### config.mk
export PLATFORM = sky130hd
export DESIGN_NAME = ctrl_pipe_flat
export DESIGN_NICKNAME = d
export VERILOG_FILES = /design/src/rtl/ctrl_pkg.sv /design/src/rtl/ctrl_pipe_if.sv /design/src/rtl/cond_unit.sv /design/src/rtl/ctrl_pipe.sv /design/src/flat_wrapper.sv
export SDC_FILE = /design/constraint.sdc
export NUM_CORES = 1
export LEC_CHECK = 0
export ABC_AREA = 1
export BUFFER_PORTS_ARGS = -buffer_cell sky130_fd_sc_hd__buf_2
export CAP_MARGIN = 10
export CORE_AREA = 2 2 53 55
export CTS_CLUSTER_DIAMETER = 100
export DETAILED_ROUTE_END_ITERATION = 6
export DIE_AREA = 0 0 55 57
export PLACE_DENSITY = 0.8
export SYNTH_ARGS = -nofsm -noshare
export SYNTH_HDL_FRONTEND = slang
export SYNTH_SLANG_ARGS = --single-unit
### constraint.sdc
create_clock -name clk -period 3.6 [get_ports clk]
set_input_delay 0.18 -clock clk [delete_from_list [all_inputs] [get_ports clk]]
set_output_delay 0.18 -clock clk [all_outputs]
set_load 0.05 [all_outputs]
### src/rtl/ctrl_pkg.sv
// Shared encodings and control-word types for the pipelined ARM-subset control unit.
package ctrl_pkg;

    // Instruction class, instruction bits [27:26]
    typedef enum logic [1:0] {
        OP_DP  = 2'b00,
        OP_MEM = 2'b01,
        OP_BR  = 2'b10,
        OP_NOP = 2'b11
    } op_e;

    // Data-processing cmd field; also the ALUControl encoding
    typedef enum logic [3:0] {
        CMD_AND = 4'b0000,
        CMD_EOR = 4'b0001,
        CMD_SUB = 4'b0010,
        CMD_RSB = 4'b0011,
        CMD_ADD = 4'b0100,
        CMD_ADC = 4'b0101,
        CMD_SBC = 4'b0110,
        CMD_RSC = 4'b0111,
        CMD_TST = 4'b1000,
        CMD_TEQ = 4'b1001,
        CMD_CMP = 4'b1010,
        CMD_CMN = 4'b1011,
        CMD_ORR = 4'b1100,
        CMD_MOV = 4'b1101,
        CMD_BIC = 4'b1110,
        CMD_MVN = 4'b1111
    } cmd_e;

    // Condition field, instruction bits [31:28]
    typedef enum logic [3:0] {
        COND_EQ = 4'b0000,
        COND_NE = 4'b0001,
        COND_CS = 4'b0010,
        COND_CC = 4'b0011,
        COND_MI = 4'b0100,
        COND_PL = 4'b0101,
        COND_VS = 4'b0110,
        COND_VC = 4'b0111,
        COND_HI = 4'b1000,
        COND_LS = 4'b1001,
        COND_GE = 4'b1010,
        COND_LT = 4'b1011,
        COND_GT = 4'b1100,
        COND_LE = 4'b1101,
        COND_AL = 4'b1110,
        COND_NV = 4'b1111
    } cond_e;

    // Control word held in the D->E register
    typedef struct packed {
        logic       reg_write;
        logic       mem_write;
        logic       memto_reg;
        logic       pc_src;
        logic       branch;
        logic       alu_src;
        logic [3:0] alu_control;
        logic [1:0] flag_write;  // [1] = NZ, [0] = CV
        logic [3:0] cond;
    } ctrl_word_t;

    // Control bits that survive past execute
    typedef struct packed {
        logic reg_write;
        logic mem_write;
        logic memto_reg;
        logic pc_src;
    } ctrl_mem_t;

    // Commands whose ALU result produces meaningful carry/overflow
    function automatic logic is_arith(input logic [3:0] cmd);
        logic r;
        case (cmd)
            CMD_SUB, CMD_RSB, CMD_ADD, CMD_ADC,
            CMD_SBC, CMD_RSC, CMD_CMP, CMD_CMN: r = 1'b1;
            default:                            r = 1'b0;
        endcase
        return r;
    endfunction

endpackage

### src/rtl/ctrl_pipe_if.sv
// Datapath-facing signal bundle of the control unit: decode inputs, ALU flags,
// flush, and every stage-tagged control output.
interface ctrl_pipe_if;

    logic [1:0] Op;
    logic [5:0] Funct;
    logic [3:0] Rd;
    logic [3:0] Cond;
    logic [3:0] ALUFlags;
    logic       FlushE;

    logic [1:0] RegSrcD;
    logic [1:0] ImmSrcD;
    logic       shift_enable;
    logic       rotate_immediate_enable;
    logic       PCSrcD;

    logic [3:0] ALUControlE;
    logic       ALUSrcE;
    logic       BranchTakenE;
    logic       MemtoRegE;
    logic       PCSrcE;

    logic       RegWriteM;
    logic       MemWriteM;
    logic       PCSrcM;

    logic       RegWriteW;
    logic       MemtoRegW;
    logic       PCSrcW;

    // Datapath / hazard side
    modport master (
        output Op, Funct, Rd, Cond, ALUFlags, FlushE,
        input  RegSrcD, ImmSrcD, shift_enable, rotate_immediate_enable, PCSrcD,
        input  ALUControlE, ALUSrcE, BranchTakenE, MemtoRegE, PCSrcE,
        input  RegWriteM, MemWriteM, PCSrcM,
        input  RegWriteW, MemtoRegW, PCSrcW
    );

    // Control unit side
    modport slave (
        input  Op, Funct, Rd, Cond, ALUFlags, FlushE,
        output RegSrcD, ImmSrcD, shift_enable, rotate_immediate_enable, PCSrcD,
        output ALUControlE, ALUSrcE, BranchTakenE, MemtoRegE, PCSrcE,
        output RegWriteM, MemWriteM, PCSrcM,
        output RegWriteW, MemtoRegW, PCSrcW
    );

endinterface

### src/rtl/cond_unit.sv
// NZCV flags register and execute-stage condition check.
module cond_unit
    import ctrl_pkg::*;
(
    input  logic       clk,
    input  logic       reset,
    input  logic [3:0] i_cond,
    input  logic [3:0] i_alu_flags,
    input  logic [1:0] i_flag_write,
    output logic       o_cond_ex
);

    logic [3:0] r_flags;
    logic       w_n, w_z, w_c, w_v;
    logic       w_cond_ex;

    assign {w_n, w_z, w_c, w_v} = r_flags;

    // Evaluate the condition field against the stored flags
    always_comb begin
        w_cond_ex = 1'b0;
        case (i_cond)
            COND_EQ: w_cond_ex = w_z;
            COND_NE: w_cond_ex = ~w_z;
            COND_CS: w_cond_ex = w_c;
            COND_CC: w_cond_ex = ~w_c;
            COND_MI: w_cond_ex = w_n;
            COND_PL: w_cond_ex = ~w_n;
            COND_VS: w_cond_ex = w_v;
            COND_VC: w_cond_ex = ~w_v;
            COND_HI: w_cond_ex = w_c & ~w_z;
            COND_LS: w_cond_ex = ~w_c | w_z;
            COND_GE: w_cond_ex = (w_n == w_v);
            COND_LT: w_cond_ex = (w_n != w_v);
            COND_GT: w_cond_ex = ~w_z & (w_n == w_v);
            COND_LE: w_cond_ex = w_z | (w_n != w_v);
            COND_AL: w_cond_ex = 1'b1;
            default: w_cond_ex = 1'b0;
        endcase
    end

    assign o_cond_ex = w_cond_ex;

    // Update NZ and CV independently, only when the instruction actually executes
    always_ff @(posedge clk or negedge reset) begin
        if (!reset) begin
            r_flags <= 4'b0000;
        end else begin
            if (i_flag_write[1] & w_cond_ex) begin
                r_flags[3:2] <= i_alu_flags[3:2];
            end
            if (i_flag_write[0] & w_cond_ex) begin
                r_flags[1:0] <= i_alu_flags[1:0];
            end
        end
    end

endmodule

### src/rtl/ctrl_pipe.sv
// Pipelined control unit: decodes the instruction in D and carries the control
// word through E, M and W. Flags and condition check live in cond_unit.
module ctrl_pipe
    import ctrl_pkg::*;
(
    input  logic  clk,
    input  logic  reset,
    ctrl_pipe_if.slave bus
);

    // Decode-stage fields
    logic       w_is_dp;
    logic       w_is_mem;
    logic       w_is_br;
    logic       w_imm;
    logic [3:0] w_cmd;
    logic       w_s_or_l;
    logic       w_load;
    logic       w_store;
    logic       w_reg_write_d;

    ctrl_word_t w_ctrl_d;
    ctrl_word_t r_ctrl_e;
    ctrl_mem_t  w_ctrl_m_d;
    ctrl_mem_t  r_ctrl_m;

    logic       r_reg_write_w;
    logic       r_memto_reg_w;
    logic       r_pc_src_w;

    logic       w_cond_ex_e;

    assign w_is_dp  = (bus.Op == OP_DP);
    assign w_is_mem = (bus.Op == OP_MEM);
    assign w_is_br  = (bus.Op == OP_BR);
    assign w_imm    = bus.Funct[5];
    assign w_cmd    = bus.Funct[4:1];
    assign w_s_or_l = bus.Funct[0];
    assign w_load   = w_is_mem & w_s_or_l;
    assign w_store  = w_is_mem & ~w_s_or_l;

    // Compare/test commands (10xx) set flags only and never write a register
    assign w_reg_write_d = (w_is_dp & (w_cmd[3:2] != 2'b10)) | w_load;

    // Build the decode-stage control word
    always_comb begin
        w_ctrl_d               = '0;
        w_ctrl_d.reg_write     = w_reg_write_d;
        w_ctrl_d.mem_write     = w_store;
        w_ctrl_d.memto_reg     = w_load;
        w_ctrl_d.pc_src        = w_reg_write_d & (bus.Rd == 4'd15);
        w_ctrl_d.branch        = w_is_br;
        w_ctrl_d.alu_src       = ~(w_is_dp & ~w_imm);
        w_ctrl_d.alu_control   = w_is_dp ? w_cmd : CMD_ADD;
        w_ctrl_d.flag_write[1] = w_is_dp & (w_s_or_l | (w_cmd[3:2] == 2'b10));
        w_ctrl_d.flag_write[0] = w_ctrl_d.flag_write[1] & is_arith(w_cmd);
        w_ctrl_d.cond          = bus.Cond;
    end

    assign bus.RegSrcD                 = {w_store, w_is_br};
    assign bus.ImmSrcD                 = bus.Op;
    assign bus.shift_enable            = w_is_dp & ~w_imm;
    assign bus.rotate_immediate_enable = w_is_dp & w_imm;
    assign bus.PCSrcD                  = w_ctrl_d.pc_src;

    // D->E register; a flush inserts an all-zero bubble
    always_ff @(posedge clk or negedge reset) begin
        if (!reset) begin
            r_ctrl_e <= '0;
        end else if (bus.FlushE) begin
            r_ctrl_e <= '0;
        end else begin
            r_ctrl_e <= w_ctrl_d;
        end
    end

    cond_unit u_cond_unit (
        .clk          (clk),
        .reset        (reset),
        .i_cond       (r_ctrl_e.cond),
        .i_alu_flags  (bus.ALUFlags),
        .i_flag_write (r_ctrl_e.flag_write),
        .o_cond_ex    (w_cond_ex_e)
    );

    // Squash side effects of instructions whose condition fails
    always_comb begin
        w_ctrl_m_d           = '0;
        w_ctrl_m_d.reg_write = r_ctrl_e.reg_write & w_cond_ex_e;
        w_ctrl_m_d.mem_write = r_ctrl_e.mem_write & w_cond_ex_e;
        w_ctrl_m_d.memto_reg = r_ctrl_e.memto_reg;
        w_ctrl_m_d.pc_src    = r_ctrl_e.pc_src & w_cond_ex_e;
    end

    assign bus.ALUControlE  = r_ctrl_e.alu_control;
    assign bus.ALUSrcE      = r_ctrl_e.alu_src;
    assign bus.MemtoRegE    = r_ctrl_e.memto_reg;
    assign bus.PCSrcE       = w_ctrl_m_d.pc_src;
    assign bus.BranchTakenE = r_ctrl_e.branch & w_cond_ex_e;

    // E->M register
    always_ff @(posedge clk or negedge reset) begin
        if (!reset) begin
            r_ctrl_m <= '0;
        end else begin
            r_ctrl_m <= w_ctrl_m_d;
        end
    end

    assign bus.RegWriteM = r_ctrl_m.reg_write;
    assign bus.MemWriteM = r_ctrl_m.mem_write;
    assign bus.PCSrcM    = r_ctrl_m.pc_src;

    // M->W register; memory write has no meaning past M
    always_ff @(posedge clk or negedge reset) begin
        if (!reset) begin
            r_reg_write_w <= 1'b0;
            r_memto_reg_w <= 1'b0;
            r_pc_src_w    <= 1'b0;
        end else begin
            r_reg_write_w <= r_ctrl_m.reg_write;
            r_memto_reg_w <= r_ctrl_m.memto_reg;
            r_pc_src_w    <= r_ctrl_m.pc_src;
        end
    end

    assign bus.RegWriteW = r_reg_write_w;
    assign bus.MemtoRegW = r_memto_reg_w;
    assign bus.PCSrcW    = r_pc_src_w;

endmodule

### src/flat_wrapper.sv
// flat-port wrapper written by rule: the top's interface ports become plain ports
module ctrl_pipe_flat import ctrl_pkg::*;
  (clk, reset, bus_Op, bus_Funct, bus_Rd, bus_Cond, bus_ALUFlags, bus_FlushE, bus_RegSrcD, bus_ImmSrcD, bus_shift_enable, bus_rotate_immediate_enable, bus_PCSrcD, bus_ALUControlE, bus_ALUSrcE, bus_BranchTakenE, bus_MemtoRegE, bus_PCSrcE, bus_RegWriteM, bus_MemWriteM, bus_PCSrcM, bus_RegWriteW, bus_MemtoRegW, bus_PCSrcW);
  ctrl_pipe_if bus_i ();
  input  logic clk;
  input  logic reset;
  input wire logic [$bits(bus_i.Op)-1:0] bus_Op;
  input wire logic [$bits(bus_i.Funct)-1:0] bus_Funct;
  input wire logic [$bits(bus_i.Rd)-1:0] bus_Rd;
  input wire logic [$bits(bus_i.Cond)-1:0] bus_Cond;
  input wire logic [$bits(bus_i.ALUFlags)-1:0] bus_ALUFlags;
  input wire logic [$bits(bus_i.FlushE)-1:0] bus_FlushE;
  output wire logic [$bits(bus_i.RegSrcD)-1:0] bus_RegSrcD;
  output wire logic [$bits(bus_i.ImmSrcD)-1:0] bus_ImmSrcD;
  output wire logic [$bits(bus_i.shift_enable)-1:0] bus_shift_enable;
  output wire logic [$bits(bus_i.rotate_immediate_enable)-1:0] bus_rotate_immediate_enable;
  output wire logic [$bits(bus_i.PCSrcD)-1:0] bus_PCSrcD;
  output wire logic [$bits(bus_i.ALUControlE)-1:0] bus_ALUControlE;
  output wire logic [$bits(bus_i.ALUSrcE)-1:0] bus_ALUSrcE;
  output wire logic [$bits(bus_i.BranchTakenE)-1:0] bus_BranchTakenE;
  output wire logic [$bits(bus_i.MemtoRegE)-1:0] bus_MemtoRegE;
  output wire logic [$bits(bus_i.PCSrcE)-1:0] bus_PCSrcE;
  output wire logic [$bits(bus_i.RegWriteM)-1:0] bus_RegWriteM;
  output wire logic [$bits(bus_i.MemWriteM)-1:0] bus_MemWriteM;
  output wire logic [$bits(bus_i.PCSrcM)-1:0] bus_PCSrcM;
  output wire logic [$bits(bus_i.RegWriteW)-1:0] bus_RegWriteW;
  output wire logic [$bits(bus_i.MemtoRegW)-1:0] bus_MemtoRegW;
  output wire logic [$bits(bus_i.PCSrcW)-1:0] bus_PCSrcW;
  assign bus_i.Op = bus_Op;
  assign bus_i.Funct = bus_Funct;
  assign bus_i.Rd = bus_Rd;
  assign bus_i.Cond = bus_Cond;
  assign bus_i.ALUFlags = bus_ALUFlags;
  assign bus_i.FlushE = bus_FlushE;
  assign bus_RegSrcD = bus_i.RegSrcD;
  assign bus_ImmSrcD = bus_i.ImmSrcD;
  assign bus_shift_enable = bus_i.shift_enable;
  assign bus_rotate_immediate_enable = bus_i.rotate_immediate_enable;
  assign bus_PCSrcD = bus_i.PCSrcD;
  assign bus_ALUControlE = bus_i.ALUControlE;
  assign bus_ALUSrcE = bus_i.ALUSrcE;
  assign bus_BranchTakenE = bus_i.BranchTakenE;
  assign bus_MemtoRegE = bus_i.MemtoRegE;
  assign bus_PCSrcE = bus_i.PCSrcE;
  assign bus_RegWriteM = bus_i.RegWriteM;
  assign bus_MemWriteM = bus_i.MemWriteM;
  assign bus_PCSrcM = bus_i.PCSrcM;
  assign bus_RegWriteW = bus_i.RegWriteW;
  assign bus_MemtoRegW = bus_i.MemtoRegW;
  assign bus_PCSrcW = bus_i.PCSrcW;
  ctrl_pipe u_core (.clk(clk), .reset(reset), .bus(bus_i));
endmodule
# Word-level counts from Yosys, hierarchy flattened
# Memory sizes are Yosys's and may differ from the RTL's.
# Cells that the tools add are included.
[word_totals]
regBits = 27
rom_bits = 16
in_bits = 23
output_inout_bits = 21
memories = 1
[memory_table]
columns = ["name", "depth", "word_bits", "read_ports", "rd_ports_with_merged_regs", "wr", "line_no", "rtl"]
rows = [
  ["(name not given)", 16, 1, 1, 0, 0, "ctrl_pkg.sv:76", "case (cmd)"],
]
[op_classes]
n_eq_ne = 21
n_mux = 3
bitwise = 27
n_reduce_logical = 2
[op_table]
columns = ["operator", "count"]
rows = [
  ["$eq 4x4->1 const B", 8],
  ["$and 1x1->1", 16],
  ["$eq 4x3->1 const B", 4],
  ["$mux 16", 1],
  ["$pmux 1 s15", 1],
  ["$eq 4x2->1 const B", 2],
  ["$not 1->1", 7],
  ["$eq 2x2->1 const B", 2],
  ["$eq 4x1->1 const B", 1],
  ["$logic_not 4->1", 1],
  ["$mux 4", 1],
  ["$or 1x1->1", 4],
  ["$eq 2x1->1 const B", 1],
  ["$logic_not 2->1", 1],
  ["$ne 2x2->1 const B", 1],
  ["$eq 1x1->1", 1],
  ["$ne 1x1->1", 1],
]

# Longest topological paths before layout
# Gate-level depths: netlist (run 1).
[depth]
ltp_word = 5
ltp_mapped = 11
depth_no_buf = 11

# Cells and area by module
# Synthesis (run 1) repeated with hierarchy kept, for this count alone.
[hier_totals]
hier_cells = 159
area_unflattened_um2 = 1290.0
[modules_own_cells]
columns = ["mod", "n_inst", "cells_each", "area_per_inst_um2"]
rows = [
  ["ctrl_pipe", 1, 86, 895.9],
  ["cond_unit", 1, 73, 394.1],
]

# Worst setup path before layout (run 1)
# OpenSTA, ideal clock, no wires.
[synth_timing]
kind = "register to output"
startpoint = "register u_core.r_ctrl_e[0] (netlist bit)"
endpoint = "output bus_PCSrcE"
arrival_time_ns = 1.390
setup_slack_ns = 2.030
stages_incl_launch_ff = 11
path_buffers = 1
path_cell_list = "dfrtp_1 buf_2 nor2_1 nand3_1 nand2_1 clkinv_1 nand2_2 nor2_4 nand3_4 nand2_1 inv_1"
[synth_between]
elab_chain_len = 3
[synth_rtl]
columns = ["item", "line_no", "rtl"]
rows = [
  ["start: declaration", "ctrl_pipe.sv:23", "ctrl_word_t r_ctrl_e;"],
  ["start signal: assignment", "ctrl_pipe.sv:73", "r_ctrl_e <= w_ctrl_d;"],
  ["$eq 4x4->1, or another cell as far along", "cond_unit.sv:22", "case (i_cond)"],
  ["$pmux 1 s15 *", "cond_unit.sv:22", ""],
  ["$and 1x1->1 *", "ctrl_pipe.sv:92", "w_ctrl_m_d.pc_src = r_ctrl_e.pc_src & w_cond_ex_e;"],
  ["end: declaration", "flat_wrapper.sv:22", "output wire logic [$bits(bus_i.PCSrcE)-1:0] bus_PCSrcE;"],
]
# Every way passes the cells marked *; elsewhere a longest branch is shown, timed or not.

# Worst setup path after layout (run 1)
[layout_timing]
startpoint = "register u_core.r_ctrl_e[3] (netlist bit)"
endpoint = "output bus_PCSrcE"
# The elaborated chain is that of the path after synthesis.

==> results of run 1 <==
layout make-up:
type,instances,area (sq um),share of cell area (%)
inverter,26,97.6,6.52
tap,31,38.8,2.59
sequential,27,676,45.1
timing repair buffer,44,225,15.0
multi-input combinational,90,433,28.9
clock inverter,1,5.00,0.334
clock buffer,3,22.5,1.50
cells in the mapped netlist (all sizes together):
cell	instances
nand3	15
clkbuf	1
nor3	3
a21oi	3
nand2	38
dfrtp	27
a2111oi	1
buf	9
nor4	1
o21ai	2
clkinv	2
nor2	23
or2	1
inv	24
a21boi	1
nand3b	1
nand4	1
report_power, final:
| group | internal (W) | switching [W] |
|---|---|---|
| registers | 0.000337 | 0.0000318 |
| clock network | 0.0000415 | 0.0000823 |
| logic | 0.0000743 | 0.000152 |
worst max-delay path, delay by kind of cell (launching register included):
family	cells	cell delay [ns]
buffers and inverters	3	0.37
flip-flops	1	0.46
AND/OR/NAND/NOR	7	0.64
path summary, 6_finish.rpt:
kind / startpoint / endpoint / slack (ns) / cells past startpoint
worst max-delay path: u_core.r_ctrl_e[3] / bus_PCSrcE / 1.63 / 10
worst min-delay path: bus_Funct[0] / u_core.r_ctrl_e[14] / 0.04 / 2
worst max register to register: u_core.r_ctrl_e[3] / u_core.u_cond_unit.r_flags[1] / 2.24 / 10
worst min register to register: u_core.r_ctrl_m[1] / u_core.bus.MemtoRegW / 0.37 / 0
max in group asynchronous: reset / u_core.bus.ALUControlE[2] / 2.84 / 2
min in group asynchronous: reset / u_core.bus.MemtoRegE / 0.38 / 2
cell families (layout without fill, tap and decap cells):
logic type,after synthesis,count (layout),share of synthesized area (%)
and+or+nand+nor,83,83,29.6
AOI/OAI and AO/OA,7,7,4.32
DFF,27,27,53.0
buffers and inverters,36,74,13.1
through the flow:
step	total power (W)	util [%]	setup WS (ns)	cells	hold slack, ns
2_1_floorplan	0.000547	-	2.03	153	-0.116
5_1_grt	0.000768	57.3	1.44	222	0.0352
4_1_cts	0.000724	57.3	1.61	222	0.0324
6_report	0.000718	57.3	1.63	222	0.0406
3_3_place_gp	0.000597	55.8	1.98	217	0.202
3_5_place_dp	0.000601	55.8	1.97	217	0.205
metal layers:
| layer | wire length, microns | GRT usage (%) |
|---|---|---|
| met1 | 875 | 18.3 |
| met2 | 1150 | 27.2 |
| met3 | 140 | 4.19 |
| met4 | 16 | 6.27 |
| met5 | 0 | 0 |
==> impl_metrics.tcl, run 1 <==
set metrics [dict create \
    cts_hold_buf 1 \
    gp_congestion 0.829 \
    worst_slew_pin_slew_ns 0.563 \
    wl_per_cell_microns 9.83 \
    yosysTopAreaCellShare_pct 53.0 \
    skew_ns 0.00638 \
    fp-row-count 19 \
    clock_latency_ns 0.31 \
    cts.sinks 27 \
    hpwl_mm 1.75 \
    initial_core_util_pct 48.8 \
    cts_tree "built" \
    slowest_stage "dfrtp_1" \
    cts-root-buf "clkbuf_4" \
    setup_viol 0 \
    final_layout_size_suffix_gt1_share_pct 30.9 \
    path_cells "nor2_1 -> nand3_1 -> nand2_1 -> clkinv_1 -> nand2_2 -> nor2_4 -> nand3_4 -> nand2_1 -> inv_1 -> buf_2" \
    die_x_microns 55 \
    layout.nets 215 \
    rsz0062_at_grt "no" \
    vias 1022 \
    slowest_delay_ns 0.46 \
    grt_pass1_wl_mm 3.62 \
    overflow 0 \
    max_slew_margin_pct 62.5 \
    place_area_sq_mm 0.00146 \
    cap_violations 0 \
    finalSetupTns_ns 0 \
    cts_max_level 1 \
    antenna_found_initial 0 \
    post_cts_resized 0 \
    ys_warn_count 0 \
    crit_type "flip-flop to primary output" \
    status "finished clean" \
    first_global_vias 895 \
    ys_seq_area_share_pct 53.0 \
    clk_pin_slew_ns 0.14 \
    areaGrowthSynthToFinish_pct 17.5 \
    drc 0 \
    crit_path_max_fanout 10 \
    die_h_microns 57 \
    min_path_type "input pin to flip-flop" \
    avgSynthCellArea_sq_um 8.33 \
    yosys-top-cells-area "dfrtp_1 (53%), nand2_1 (10%), inv_1 (6.5%), nor2_1 (6.2%), nand3_1 (5.5%)" \
    synthDistinctLibCells 24 \
    dr.first_iter.drc_count 11 \
    track_usage_pct 15.8 \
    largest_reg_flops 10 \
    arrival_ns 1.79 \
    peakVddDrop_mv 0.336 \
    final_common_cell "buf_2" \
    max_freq_mhz 509 \
    drt_wl_total_mm 2.18 \
    ys_ff_latch 27 \
    design_area_sq_mm 0.00150 \
    detail-route-antenna-nets 0 \
    critPathMostFrequentCell "nand2_1" \
    powerDensity_mw_per_mm2 479 \
    antenna-diode-count 0 \
    io_pins 44 \
    netlist_area_sq_mm 0.00127 \
    period_share_pct 54.6 \
    critPathLaunchType "flip-flop" \
    cts_setup_buffers 0 \
    first_pass_iters 3 \
    cp-end-kind "primary output" \
    power.leakage_nw 0.895 \
    numCtsBuffers 3 \
    grt_max_degree 28 \
    clockBufferDepth 2 \
    min_period_ns 1.97 \
    hold_viol 0 \
    routed_via_density 4.60 \
    fp.dieArea_sq_mm 0.00314 \
    slew_violations 0 \
    fillers 233 \
    worst_ep_required_time_ns 3.42 \
    yosysTopAreaCell "dfrtp_1" \
    top_register "u_core.r_ctrl_e" \
    synthCells 153 \
    layout_common_cells "buf_2 (43), nand2_1 (34), dfrtp_1 (27), inv_1 (22), nor2_1 (21)" \
    core_area_sq_mm 0.00262 \
    syn-num-nets 176 \
    io_buffers 43 \
]
(Power assumes the default switching activity.)
==> run 2: changes to the inputs <==
--- a/config.mk
+++ b/config.mk
@@ -8,11 +8,11 @@
 export ABC_AREA = 1
 export BUFFER_PORTS_ARGS = -buffer_cell sky130_fd_sc_hd__buf_2
 export CAP_MARGIN = 10
-export CORE_AREA = 2 2 53 55
+export CORE_AREA = 2 2 57 59
 export CTS_CLUSTER_DIAMETER = 100
 export DETAILED_ROUTE_END_ITERATION = 6
-export DIE_AREA = 0 0 55 57
-export PLACE_DENSITY = 0.8
+export DIE_AREA = 0 0 59 61
+export PLACE_DENSITY = 0.73
 export SYNTH_ARGS = -nofsm -noshare
 export SYNTH_HDL_FRONTEND = slang
 export SYNTH_SLANG_ARGS = --single-unit
==> constraint.sdc (replaced) <==
create_clock -name clk -period 1.7 [get_ports clk]
set_input_delay 0.085 -clock clk [delete_from_list [all_inputs] [get_ports clk]]
set_output_delay 0.085 -clock clk [all_outputs]
set_load 0.05 [all_outputs]
==> run 2 against run 1 <==
Against the previous run:
- register-to-register slack worse by 2.0 ns
- global-route usage grew 1.0 points
- power grew 140%
- the run now ends with negative setup slack left
- worst hold slack worse by 0.024 ns
- die area is 15% higher
- clock power grew 130%
- first-iteration DRC count grew 64%
- final cell count increased by 12%
- sequential cell count did not move
- core utilization rose by 3.3 points
- count of clock-buffer cells in the layout stayed put
- largest cell class unchanged
- wire length grew 26%
==> impl_metrics.tcl, run 2 (synthesized netlist as in run 1, its figures left out) <==
set metrics [dict create \
    worstSetupStartpoint "u_core.r_ctrl_e[0]" \
    hold_viol 0 \
    largest_reg_flops 10 \
    peakVddDrop_mv 0.551 \
    io_pins 44 \
    detail-route-antenna-nets 0 \
    io_buffers 43 \
    layout_common_cells "buf_2 (41), nand2_1 (31), dfrtp_1 (23), inv_1 (18), dlygate4sd3_1 (18)" \
    finalSetupTns_ns -0.0159 \
    crit_path_max_fanout 8 \
    min_period_ns 1.72 \
    stdcell_count 248 \
    vias 1133 \
    sw_frac_of_total_pct 37.8 \
    pwr-share-seq_pct 45.4 \
    skew_ns 0.0115 \
    grt_max_degree 28 \
    final_layout_size_suffix_gt1_share_pct 40.0 \
    finalWorstSetupSlack_ns -0.0159 \
    fp.dieArea_sq_mm 0.00360 \
    gp_congestion 0.765 \
    die_h_microns 61 \
    critPathLaunchType "flip-flop" \
    cp-end-kind "primary output" \
    layout.nets 239 \
    combPwrFrac_pct 38.1 \
    worst_slew_pin_slew_ns 0.573 \
    max_freq_mhz 583 \
    antenna-diode-count 0 \
    clock_latency_ns 0.33 \
    ff2ff_path_depth 11 \
    cap_violations 0 \
    dp.cells 219 \
    cts_max_level 1 \
    dpl_worst_slack_ns 0.194 \
    min_path_cells 3 \
    track_usage_pct 16.8 \
    top_register "u_core.r_ctrl_e" \
    reg2reg_slack_ns 0.25 \
    drt_wl_total_mm 2.74 \
    grt_pass1_wl_mm 4.51 \
    critPathCapture "bus_PCSrcE" \
    finalPower_w 0.00174 \
    setup_viol 1 \
    initial_core_util_pct 43.2 \
    clk_pin_slew_ns 0.15 \
    numCtsBuffers 3 \
    power.leakage_nw 1.01 \
    max_slew_margin_pct 61.8 \
    drc 0 \
    overflow 0 \
    worst_ep_required_time_ns 1.62 \
    hpwl_mm 1.76 \
    crit_type "flip-flop to primary output" \
    powerDensity_mw_per_mm2 974 \
    clockBufferDepth 2 \
    areaGrowthSynthToFinish_pct 40.3 \
    r2r-end "u_core.u_cond_unit.r_flags[1]" \
    cts.sinks 27 \
    status "complete, but fails checks" \
    cts-root-buf "clkbuf_4" \
    internal_power_w 0.00108 \
    rsz0062_at_grt "yes" \
    die_x_microns 59 \
    min_path_type "input pin to flip-flop" \
    first_pass_iters 4 \
    cts_tree "built" \
    final_common_cell "buf_2" \
    first_global_vias 1052 \
    fp-row-count 20 \
    slew_violations 0 \
    violations "negative setup slack" \
    antenna_found_initial 0 \
    dr.first_iter.drc_count 18 \
    core_area_sq_mm 0.00295 \
    period_share_pct 101 \
    wl_per_cell_microns 11.1 \
    routed_via_density 4.57 \
    power.switching_w 0.000659 \
    p_clk_share_pct 16.4 \
    timing.rr.start "u_core.r_ctrl_e[2]" \
    arrival_ns 1.63 \
]
-- run 2: cell count changes in the layout (fill, tap and decap cells not counted), moves of 3 or more --
| cell | previous run | this run |
|---|---|---|
| nand2_1 | 34 | 31 |
| inv_2 | 2 | 6 |
| dfrtp_1 | 27 | 23 |
| inv_1 | 22 | 18 |
| buf_4 | 0 | 6 |
| dlygate4sd3_1 | 1 | 18 |
| nor2_1 | 21 | 16 |
| dfrtp_2 | 0 | 4 |
| nor2_2 | 1 | 6 |
-- run 2: how the worst min path moves through the flow --
stage	endpoint	slack [ns]	from
after floorplan	u_core.bus.ALUControlE[0]	-0.21	reset
after global placement	u_core.bus.MemtoRegE	0.11	reset
after detailed placement	u_core.bus.MemtoRegE	0.11	reset
after CTS	u_core.r_ctrl_e[12]	0.004	bus_Rd[3]
after global routing	u_core.r_ctrl_e[12]	0.0009	bus_Rd[3]
final	u_core.r_ctrl_e[12]	0.02	bus_Rd[3]
-- run 2: metal layers --
layer | global-route usage, % | up-vias | wire length (microns)
met5 | 0 | - | 0
met4 | 6.82 | 0 | 18
met3 | 2.56 | 2 | 128
met2 | 30.6 | 28 | 1510
met1 | 20.0 | 517 | 1090
li1 | - | 586 | -
-- run 2: what timing repair did --
item                                    in CTS  in global routing
buffers inserted                             5                  2
pin swaps                                    5                  7
hold buffers                                18                  0
gates resized for setup                     16                 12
hold endpoints to repair                    43                  0
endpoints found under the setup margin       2                  2
-- run 2: per-stage QoR --
stage | cell area (sq um) | hold WS (ns) | util [%]
5_1_grt | 1790 | 0.000927 | 60.6
3_3_place_gp | 1460 | 0.108 | 49.5
2_1_floorplan | 1270 | -0.211 | -
6_report | 1790 | 0.0168 | 60.6
3_5_place_dp | 1460 | 0.114 | 49.5
4_1_cts | 1740 | 0.00365 | 59.0
-- run 2: area by class of cell --
cell class | instances | area [sq um]
well taps | 33 | 41.3
clock inverters | 1 | 8.76
inverters | 26 | 100
fillers | 247 | 1160
clock buffers | 3 | 22.5
repair buffers | 68 | 468
flip-flops and latches | 27 | 681
multi-input cells | 90 | 468
-- run 2: worst max-delay path, stage by stage, from the launching register on --
cell	delay, ns
dfrtp_2	0.49
buf_6	0.14
nand3b_1	0.07
nand3_1	0.08
nand2_1	0.06
nand2_1	0.06
inv_2	0.07
nand3_4	0.09
nand2_2	0.08
inv_2	0.04
buf_8	0.14
-- run 2: power groups by stage --
| stage | clock [W] | sequential [W] | combinational, W |
|---|---|---|---|
| global route | 0.000336 | 0.000801 | 0.000734 |
| global placement | 0 | 0.000794 | 0.000475 |
| finish | 0.000287 | 0.000792 | 0.000665 |
| CTS | 0.000299 | 0.000787 | 0.000597 |
| floorplan | 0 | 0.000809 | 0.000350 |
| detailed placement | 0 | 0.000796 | 0.000485 |
==> run 3: changes to the inputs <==
--- a/config.mk
+++ b/config.mk
@@ -8,10 +8,10 @@
 export ABC_AREA = 1
 export BUFFER_PORTS_ARGS = -buffer_cell sky130_fd_sc_hd__buf_2
 export CAP_MARGIN = 10
-export CORE_AREA = 2 2 57 59
+export CORE_AREA = 5 5 60 62
 export CTS_CLUSTER_DIAMETER = 100
 export DETAILED_ROUTE_END_ITERATION = 6
-export DIE_AREA = 0 0 59 61
+export DIE_AREA = 0 0 65 67
 export PLACE_DENSITY = 0.73
 export SYNTH_ARGS = -nofsm -noshare
 export SYNTH_HDL_FRONTEND = slang
==> run 3 against run 2 <==
Against the previous run:
- the run still ends with negative setup slack left
- clock power is 7.0% lower
- sequential share of layout area is 0.24 points higher
- setup slack got worse by 0.018 ns
- combinational power increased by 5.3%
- wire length increased by 3.3%
- power is 0.73% higher
- critical endpoint is now bus_BranchTakenE
- largest power group unchanged
==> impl_metrics.tcl, run 3 (synthesized netlist as in run 1, its figures left out) <==
set metrics [dict create \
    drc 0 \
    rsz0062_at_grt "yes" \
    gp_congestion 0.768 \
    grt_pass1_wl_mm 4.84 \
    track_usage_pct 14.6 \
    slew_violations 0 \
    clockBufferDepth 2 \
    die_x_microns 65 \
    routed_via_density 4.72 \
    initial_core_util_pct 42.8 \
    power.leakage_nw 1.01 \
    largest_reg_flops 10 \
    peakVddDrop_mv 0.561 \
    worst_slew_pin_slew_ns 0.569 \
    utilization_pct 59.7 \
    overflow 0 \
    worst_ep_required_time_ns 1.62 \
    cp-end-kind "primary output" \
    internal_power_w 0.00110 \
    cts.sinks 27 \
    wl_per_cell_microns 11.5 \
    clk_pin_slew_ns 0.13 \
    setup_viol 2 \
    arrival_ns 1.65 \
    hpwl_mm 1.92 \
    io_pins 44 \
    dp.cells 219 \
    max_freq_mhz 577 \
    status "complete, but fails checks" \
    core_area_sq_mm 0.00298 \
    finalWorstSetupSlack_ns -0.0336 \
    powerDensity_mw_per_mm2 988 \
    cts_max_level 1 \
    fp.dieArea_sq_mm 0.00436 \
    stdcell_count 247 \
    cts_tree "built" \
    combPwrFrac_pct 39.8 \
    first_global_vias 1203 \
    critPathLaunchType "flip-flop" \
    antenna-diode-count 0 \
    violations "negative setup slack" \
    cts-root-buf "clkbuf_4" \
    period_share_pct 102 \
    pwr-share-seq_pct 45.0 \
    numCtsBuffers 3 \
    grt_max_degree 28 \
    dpl_worst_slack_ns 0.177 \
    hold_viol 0 \
    antenna_found_initial 0 \
    max_slew_margin_pct 62.1 \
    power.switching_w 0.000657 \
    top_register "u_core.r_ctrl_e" \
    p_clk_share_pct 15.2 \
    first_pass_iters 4 \
    cap_violations 0 \
    min_period_ns 1.73 \
    fp-row-count 20 \
    ff2ff_path_depth 12 \
    final_common_cell "buf_2" \
    final_layout_size_suffix_gt1_share_pct 39.7 \
    layout_common_cells "buf_2 (41), nand2_1 (30), dfrtp_1 (23)" \
    io_buffers 43 \
    sw_frac_of_total_pct 37.4 \
    skew_ns 0.00317 \
    clock_latency_ns 0.32 \
    detail-route-antenna-nets 0 \
    finalPower_w 0.00176 \
    crit_type "flip-flop to primary output" \
    drt_wl_total_mm 2.83 \
    layout.nets 238 \
    dr.first_iter.drc_count 20 \
    die_h_microns 67 \
    crit_path_max_fanout 4 \
    min_path_cells 3 \
    areaGrowthSynthToFinish_pct 39.5 \
    vias 1166 \
    min_path_type "input pin to flip-flop" \
]
run 3: cell count changes in the layout (fill, tap and decap cells not counted), sizes merged:
cell,previous run,this run
dlygate4sd3,18,17
run 3: through the flow:
stage                     hold WS (ns)  setup TNS (ns)  area (sq um)
after global routing            0.0125          -0.275          1780
after floorplan                 -0.211               0          1270
after CTS                      0.00751         -0.0602          1720
final                           0.0139         -0.0524          1780
after detailed placement         0.112               0          1460
after global placement           0.108               0          1460
run 3: cell type report:
class / instances / area (sq um)
flip-flops and latches: 27 / 681
inverters: 26 / 97.6
repair buffers: 67 / 458
multi-input cells: 90 / 473
clock buffers: 3 / 22.5
fillers: 256 / 1200
well taps: 33 / 41.3
clock inverters: 1 / 5.00
run 3: final timing paths:
kind                                                       to                     startpoint  slack [ns]
min in group asynchronous                u_core.bus.MemtoRegE                          reset        0.29
worst min-delay path                       u_core.bus.ALUSrcE                   bus_Funct[5]        0.01
worst min register to register           u_core.bus.MemtoRegW             u_core.r_ctrl_m[1]        0.37
max in group asynchronous                  u_core.r_ctrl_e[3]                          reset        1.00
worst max-delay path                         bus_BranchTakenE  u_core.u_cond_unit.r_flags[3]       -0.03
worst max register to register  u_core.u_cond_unit.r_flags[0]  u_core.u_cond_unit.r_flags[3]        0.14
run 3: repair_timing:
| action | 4_1_cts | 5_1_grt |
|---|---|---|
| endpoints found under the hold margin | 41 | 0 |
| resized for setup | 12 | 17 |
| setup buffers | 5 | 2 |
| pin swaps | 3 | 4 |
| hold buffers | 17 | 0 |
| setup endpoints to repair | 2 | 6 |
| cloned | 0 | 0 |
run 3: power groups by stage:
stage	registers (W)	logic [W]	clock network (W)
floorplan	0.000809	0.000350	0
global placement	0.000793	0.000480	0
detailed placement	0.000793	0.000486	0
CTS	0.000782	0.000615	0.000279
global route	0.000800	0.000771	0.000310
finish	0.000790	0.000700	0.000267
run 3: worst max-delay path, stage by stage (launching register included):
cell and delay, ns:
dfrtp_1 0.46, inv_2 0.10, nand2_4 0.06, nand2_2 0.05
nand2_1 0.06, a21boi_2 0.17, nor2_4 0.06, nand3_4 0.09
nand2_1 0.05, inv_1 0.06, buf_6 0.15
run 3: routing by layer:
layer / wire (microns) / global-route usage (%) / part of all wire (%)
met1: 1030 / 14.0 / 37
met2: 1580 / 29.4 / 56
met3: 172 / 3.04 / 6.1
met4: 48 / 6.33 / 1.7
met5: 0 / 0 / 0
